## config.mk

```make
export PLATFORM = sky130hd
export DESIGN_NAME = pia_bus_arbiter
export DESIGN_NICKNAME = d
export VERILOG_FILES = /design/src/rtl/pia_bus_arbiter_pkg.sv /design/src/rtl/pia_bus_arbiter_starve_cnt.sv /design/src/rtl/pia_bus_arbiter.sv
export SDC_FILE = /design/constraint.sdc
export NUM_CORES = 1
export LEC_CHECK = 0
export BUFFER_PORTS_ARGS = -buffer_cell sky130_fd_sc_hd__buf_2
export CAP_MARGIN = 10
export CORE_ASPECT_RATIO = 0.6
export CORE_MARGIN = 2
export CORE_UTILIZATION = 49
export CTS_BUF_LIST = sky130_fd_sc_hd__clkbuf_4
export DETAILED_ROUTE_END_ITERATION = 8
export PLACE_DENSITY = 0.81
export SKIP_LAST_GASP = 1
export SYNTH_ARGS = -nofsm -noshare
export SYNTH_HDL_FRONTEND = slang
export SYNTH_SLANG_ARGS = --single-unit
```

## constraint.sdc

```tcl
create_clock -name clk_i -period 2.4 [get_ports clk_i]
set_clock_uncertainty 0.15 [all_clocks]
set_input_delay 0.12 -clock clk_i [delete_from_list [all_inputs] [get_ports clk_i]]
set_output_delay 0.12 -clock clk_i [all_outputs]
set_load 0.01 [all_outputs]
```

## src/rtl/pia_bus_arbiter_pkg.sv

```systemverilog
// Shared types and constants for the PIA register-bus arbiter.
package pia_bus_pkg;

    typedef enum logic [1:0] {IDLE, ACCESS, CAPTURE, BLOCKED} state_e;
    typedef enum logic {OWN_CPU, OWN_HOST} owner_e;

    localparam logic [6:0] ADR_INTIM  = 7'h04;
    localparam logic [6:0] ADR_INSTAT = 7'h05;

    // Reading these clears timer/interrupt flags inside the RIOT.
    function automatic logic is_side_effect_rd(input logic [6:0] adr);
        return (adr == ADR_INTIM) || (adr == ADR_INSTAT);
    endfunction

endpackage

```

## src/rtl/pia_bus_arbiter_starve_cnt.sv

```systemverilog
// Saturating count of cycles the host has been kept waiting for the bus.
module pia_starve_cnt #(
    parameter int unsigned MAX_WAIT = 15
) (
    input  logic clk_i,
    input  logic rst_ni,
    input  logic inc_i,
    input  logic clr_i,
    output logic at_max_o
);

    localparam logic [3:0] MaxW = 4'(MAX_WAIT);

    logic [3:0] cnt_q, cnt_d;

    always_comb begin
        cnt_d = cnt_q;
        if (clr_i) begin
            cnt_d = 4'd0;
        end else if (inc_i && (cnt_q != MaxW)) begin
            cnt_d = cnt_q + 4'd1;
        end
    end

    always_ff @(posedge clk_i or negedge rst_ni) begin
        if (!rst_ni) begin
            cnt_q <= 4'd0;
        end else begin
            cnt_q <= cnt_d;
        end
    end

    assign at_max_o = (cnt_q == MaxW);

endmodule

```

## src/rtl/pia_bus_arbiter.sv

```systemverilog
// Arbitrates the single RIOT register bus between the 6502 and the host debug port.
module pia_bus_arbiter
    import pia_bus_pkg::*;
#(
    parameter int unsigned MAX_WAIT  = 15,
    parameter bit          HOST_SAFE = 1'b1
) (
    input  logic       clk_i,
    input  logic       rst_ni,
    input  logic       cpu_stb_i,
    input  logic       cpu_we_i,
    input  logic [6:0] cpu_adr_i,
    input  logic [7:0] cpu_dat_i,
    output logic       cpu_ack_o,
    output logic [7:0] cpu_dat_o,
    output logic       cpu_stall_o,
    input  logic       host_stb_i,
    input  logic       host_we_i,
    input  logic [6:0] host_adr_i,
    input  logic [7:0] host_dat_i,
    output logic       host_ack_o,
    output logic [7:0] host_dat_o,
    output logic       host_err_o,
    output logic       pia_stb_o,
    output logic       pia_we_o,
    output logic [6:0] pia_adr_o,
    output logic [7:0] pia_dat_o,
    input  logic [7:0] pia_dat_i
);

    state_e     state_q, state_d;
    owner_e     owner_q, owner_d;
    logic       we_q, we_d;
    logic [6:0] adr_q, adr_d;
    logic [7:0] wdat_q, wdat_d;
    logic [7:0] cpu_dat_q, cpu_dat_d;
    logic [7:0] host_dat_q, host_dat_d;
    logic       grant_cpu, grant_host;
    logic       host_at_max, cnt_inc, cnt_clr;
    logic       done;

    always_comb begin
        state_d    = state_q;
        owner_d    = owner_q;
        we_d       = we_q;
        adr_d      = adr_q;
        wdat_d     = wdat_q;
        cpu_dat_d  = cpu_dat_q;
        host_dat_d = host_dat_q;
        grant_cpu  = 1'b0;
        grant_host = 1'b0;

        case (state_q)
            IDLE: begin
                // CPU has priority unless the host has waited out its budget.
                if (host_stb_i && (host_at_max || !cpu_stb_i)) begin
                    grant_host = 1'b1;
                    owner_d    = OWN_HOST;
                    if (HOST_SAFE && !host_we_i && is_side_effect_rd(host_adr_i)) begin
                        state_d = BLOCKED;
                    end else begin
                        state_d = ACCESS;
                        we_d    = host_we_i;
                        adr_d   = host_adr_i;
                        wdat_d  = host_dat_i;
                    end
                end else if (cpu_stb_i) begin
                    grant_cpu = 1'b1;
                    owner_d   = OWN_CPU;
                    state_d   = ACCESS;
                    we_d      = cpu_we_i;
                    adr_d     = cpu_adr_i;
                    wdat_d    = cpu_dat_i;
                end
            end
            ACCESS: state_d = we_q ? IDLE : CAPTURE;
            CAPTURE: begin
                state_d = IDLE;
                if (owner_q == OWN_CPU) begin
                    cpu_dat_d = pia_dat_i;
                end else begin
                    host_dat_d = pia_dat_i;
                end
            end
            BLOCKED: begin
                state_d    = IDLE;
                host_dat_d = 8'h00;
            end
            default: state_d = IDLE;
        endcase
    end

    always_ff @(posedge clk_i or negedge rst_ni) begin
        if (!rst_ni) begin
            state_q    <= IDLE;
            owner_q    <= OWN_CPU;
            we_q       <= 1'b0;
            adr_q      <= 7'h00;
            wdat_q     <= 8'h00;
            cpu_dat_q  <= 8'h00;
            host_dat_q <= 8'h00;
        end else begin
            state_q    <= state_d;
            owner_q    <= owner_d;
            we_q       <= we_d;
            adr_q      <= adr_d;
            wdat_q     <= wdat_d;
            cpu_dat_q  <= cpu_dat_d;
            host_dat_q <= host_dat_d;
        end
    end

    assign cnt_inc = host_stb_i && !grant_host && !((state_q != IDLE) && (owner_q == OWN_HOST));
    assign cnt_clr = !host_stb_i || grant_host;

    pia_starve_cnt #(
        .MAX_WAIT(MAX_WAIT)
    ) u_starve_cnt (
        .clk_i   (clk_i),
        .rst_ni  (rst_ni),
        .inc_i   (cnt_inc),
        .clr_i   (cnt_clr),
        .at_max_o(host_at_max)
    );

    // Acks are Moore outputs of the last busy cycle, so the following IDLE can re-grant.
    assign done        = ((state_q == ACCESS) && we_q) || (state_q == CAPTURE);
    assign cpu_ack_o   = done && (owner_q == OWN_CPU);
    assign host_ack_o  = (done && (owner_q == OWN_HOST)) || (state_q == BLOCKED);
    assign host_err_o  = (state_q == BLOCKED);
    assign cpu_dat_o   = ((state_q == CAPTURE) && (owner_q == OWN_CPU)) ? pia_dat_i : cpu_dat_q;
    assign host_dat_o  = (state_q == BLOCKED) ? 8'h00 :
                         ((state_q == CAPTURE) && (owner_q == OWN_HOST)) ? pia_dat_i : host_dat_q;
    assign cpu_stall_o = cpu_stb_i && !grant_cpu && !((state_q != IDLE) && (owner_q == OWN_CPU));

    assign pia_stb_o = (state_q == ACCESS);
    assign pia_we_o  = (state_q == ACCESS) && we_q;
    assign pia_adr_o = adr_q;
    assign pia_dat_o = wdat_q;

endmodule

```

==> impl_metrics.env <==
export IMPL_cp_cell_sequence="ha_1, nand3_1, a21oi_4, buf_12, mux2i_1, dlygate4sd3_1, a31oi_1"
export IMPL_dr_pass1_iters=4
export IMPL_powerDensity_nw_per_um2=1160
export IMPL_p_leak_nw=1.43
export IMPL_clock_latency_ns=0.34
export IMPL_status="completed"
export IMPL_dr_first_iter_drc_count=120
export IMPL_crit_family="buffers and inverters"
export IMPL_rsz0062_at_grt="true"
export IMPL_synth_cell_types=34
export IMPL_yosysWarnings=0
export IMPL_drv_slew=0
export IMPL_worstSetupEndpointType="flip-flop"
export IMPL_crit_path_max_fanout=16
export IMPL_worst_ep_required_time_ns=2.47
export IMPL_dp_hpwl_um=3520
export IMPL_post_route_util=0.774
export IMPL_fill_cells=236
export IMPL_avgSynthCellArea_um2=12.2
export IMPL_grt_pass1_vias=1644
export IMPL_path_clk_slew_ns=0.12
export IMPL_yosysTopAreaCell="dfrtp_1"
export IMPL_ys_top_cells_by_count="dfrtp_1, mux2_2, o22ai_1"
export IMPL_fmax_mhz=418
export IMPL_synth_nets=205
export IMPL_p_sw_mw=1.23
export IMPL_core_area_um2=3740
export IMPL_drc=0
export IMPL_worst_ir_drop_vdd_mv=0.656
export IMPL_fp_dieH_um=52.9
export IMPL_min_path_type="in2reg"
export IMPL_grt_usage=0.252
export IMPL_grt_max_degree=40
export IMPL_slowest_stage="dlygate4sd3_1"
export IMPL_cts_root_buf="clkbuf_4"
export IMPL_register_area_um2=976
export IMPL_hold_ws_ns=0.0154
export IMPL_r2r_slack_ns=0.008
export IMPL_post_place_cells=284
export IMPL_power_mw=3.35
export IMPL_grt_first_pass_wirelength_um=8450
export IMPL_wl_per_cell_um=17.0
export IMPL_synth_most_common_cell="dfrtp_1"
export IMPL_min_period_over_period=0.997
export IMPL_min_period_ns=2.39
export IMPL_ant_nets=0
export IMPL_gp_congestion=0.807
export IMPL_synth_edff_count=0
export IMPL_routed_wl_um=5590
export IMPL_cts_tree="yes"
export IMPL_cts_setup_buffers=0
export IMPL_io_buffers=80
export IMPL_design_area_um2=2900
export IMPL_die_w_um=85.5
export IMPL_cts_sinks=39
export IMPL_tightest_slew_ns=0.859
export IMPL_cap_viol_max_count=0
export IMPL_finalSetupViolations=0
export IMPL_slowest_delay_ns=0.56
export IMPL_clockBufferDepth=2
export IMPL_hold_viol_final=0
export IMPL_cp_depth=7
export IMPL_yosysSeqAreaShare=0.499
export IMPL_synth_main_ff_cell="dfrtp_1"
export IMPL_ys_async_sr_fraction=1.00
export IMPL_p_clk_frac=0.166
export IMPL_synth_cells=160
export IMPL_pwr_share_comb=0.496
export IMPL_synth_area_leaders="dfrtp_1, mux2_2, mux2_4, o22ai_1, a22oi_1"
export IMPL_multi_input_area_um2=910
export IMPL_relSlewSlack=0.427
export IMPL_sequentialPowerShare=0.338
export IMPL_critPathKind="reg2reg"
export IMPL_overflow=0
export IMPL_drive_above_1_share=0.477
export IMPL_final_cells=329
export IMPL_nNetsFinal=325
export IMPL_intPower_mw=2.12
export IMPL_hold_path_depth=3
export IMPL_netlist_area_leader_share=0.499
export IMPL_critical_path_arrival_ns=2.46
export IMPL_ios=81
export IMPL_die_area_um2=4530
export IMPL_start_util=0.522
export IMPL_h_tree_depth=2
export IMPL_rows=17
export IMPL_dpl_cell_area_um2=2410
export IMPL_synth_area_um2=1950
export IMPL_synth_seq_cells=39
export IMPL_num_vias=1781
export IMPL_r2r_cells=7
export IMPL_cts_made_buffers=5
export IMPL_syn_to_final_growth_pct=48.2
export IMPL_vias_per_cell=5.41
export IMPL_antenna_found_initial=0
export IMPL_crit_buf_inv=2
export IMPL_start_kind="flip-flop"
export IMPL_switching_share=0.367
==> per-layer routing <==
metal / global-route usage / vias up / part of all wire
li1: - / 833 / -
met4: 0.0794 / 0 / 0.012
met3: 0.0671 / 7 / 0.057
met5: 0 / - / 0
met2: 0.414 / 66 / 0.51
met1: 0.330 / 875 / 0.42
==> cell type report <==
type / count / area share
Antenna cell: 1 / 0.000864
Clock buffer: 6 / 0.0156
Clock inverter: 2 / 0.0207
Inverter: 11 / 0.0143
Multi-Input combinational cell: 103 / 0.314
Sequential cell: 39 / 0.337
Tap cell: 47 / 0.0203
Timing Repair Buffer: 120 / 0.277
==> cells by family (layout without fill, tap and decap cells) <==
group,Yosys count,in the layout,share of synthesized area
and+or+nand+nor,22,22,0.0627
buffers and inverters,18,139,0.0435
DFF,39,39,0.499
other,0,1,0
AOI/OAI and AO/OA,38,38,0.130
adders and majority gates,1,1,0.00640
xor gates and xnor gates,2,2,0.00896
muxes,40,40,0.249
==> sequential cells by signal, indices dropped and copies added (netlist names) <==
| name | cells |
|---|---|
| cpu_dat_q | 8 |
| host_dat_q | 8 |
| pia_dat_o | 8 |
| pia_adr_o | 7 |
| u_starve_cnt.cnt_q | 4 |
| state_q | 2 |
| owner_q | 1 |
| we_q | 1 |
==> cell usage in the layout (no fill, tap or decap), types with 3 or more instances in the layout <==
master	instances
a21oi_1	4
o22ai_1	16
buf_2	80
nand3_1	3
a22oi_1	8
mux2_2	29
dlygate4sd3_1	36
nor2_1	5
mux2_4	10
inv_1	10
clkbuf_4	6
buf_4	3
a21o_1	3
nand2_1	4
dfrtp_1	39
==> per-stage QoR <==
step | worst slack, ns | TNS, ns
4_1_cts | 0.0503 | 0
6_report | 0.00794 | 0
3_3_place_gp | 0.272 | 0
5_1_grt | -0.0855 | -0.162
3_5_place_dp | 0.178 | 0
2_1_floorplan | 0.215 | 0
==> final timing paths <==
path	end	startpoint
hold / removal	pia_adr_o[2]	host_adr_i[2]
setup / recovery	we_q	u_starve_cnt.cnt_q[0]
hold reg to reg	cpu_dat_q[4]	cpu_dat_q[4]
max in group asynchronous	host_dat_q[2]	rst_ni
setup reg to reg	we_q	u_starve_cnt.cnt_q[0]
min in group asynchronous	cpu_dat_q[2]	rst_ni
==> power groups by stage <==
stage / sequential [mW] / combinational [mW] / clock (mW)
2_1_floorplan: 1.16 / 1.03 / 0
3_3_place_gp: 1.12 / 1.54 / 0
3_5_place_dp: 1.13 / 1.58 / 0
4_1_cts: 1.12 / 1.62 / 0.557
5_1_grt: 1.17 / 1.79 / 0.592
6_report: 1.13 / 1.66 / 0.557
==> worst min-delay path: stages <==
cell	delay (ns)
buf_2	0.08
mux2_2	0.14
mux2_4	0.13
==> what timing repair did <==
action                     CTS  global route
gates resized for setup      0             2
hold buffers                35             1
hold endpoints to repair    69             1
setup endpoints to repair    0             2
No activity file was read; power rests on OpenSTA's default activity.
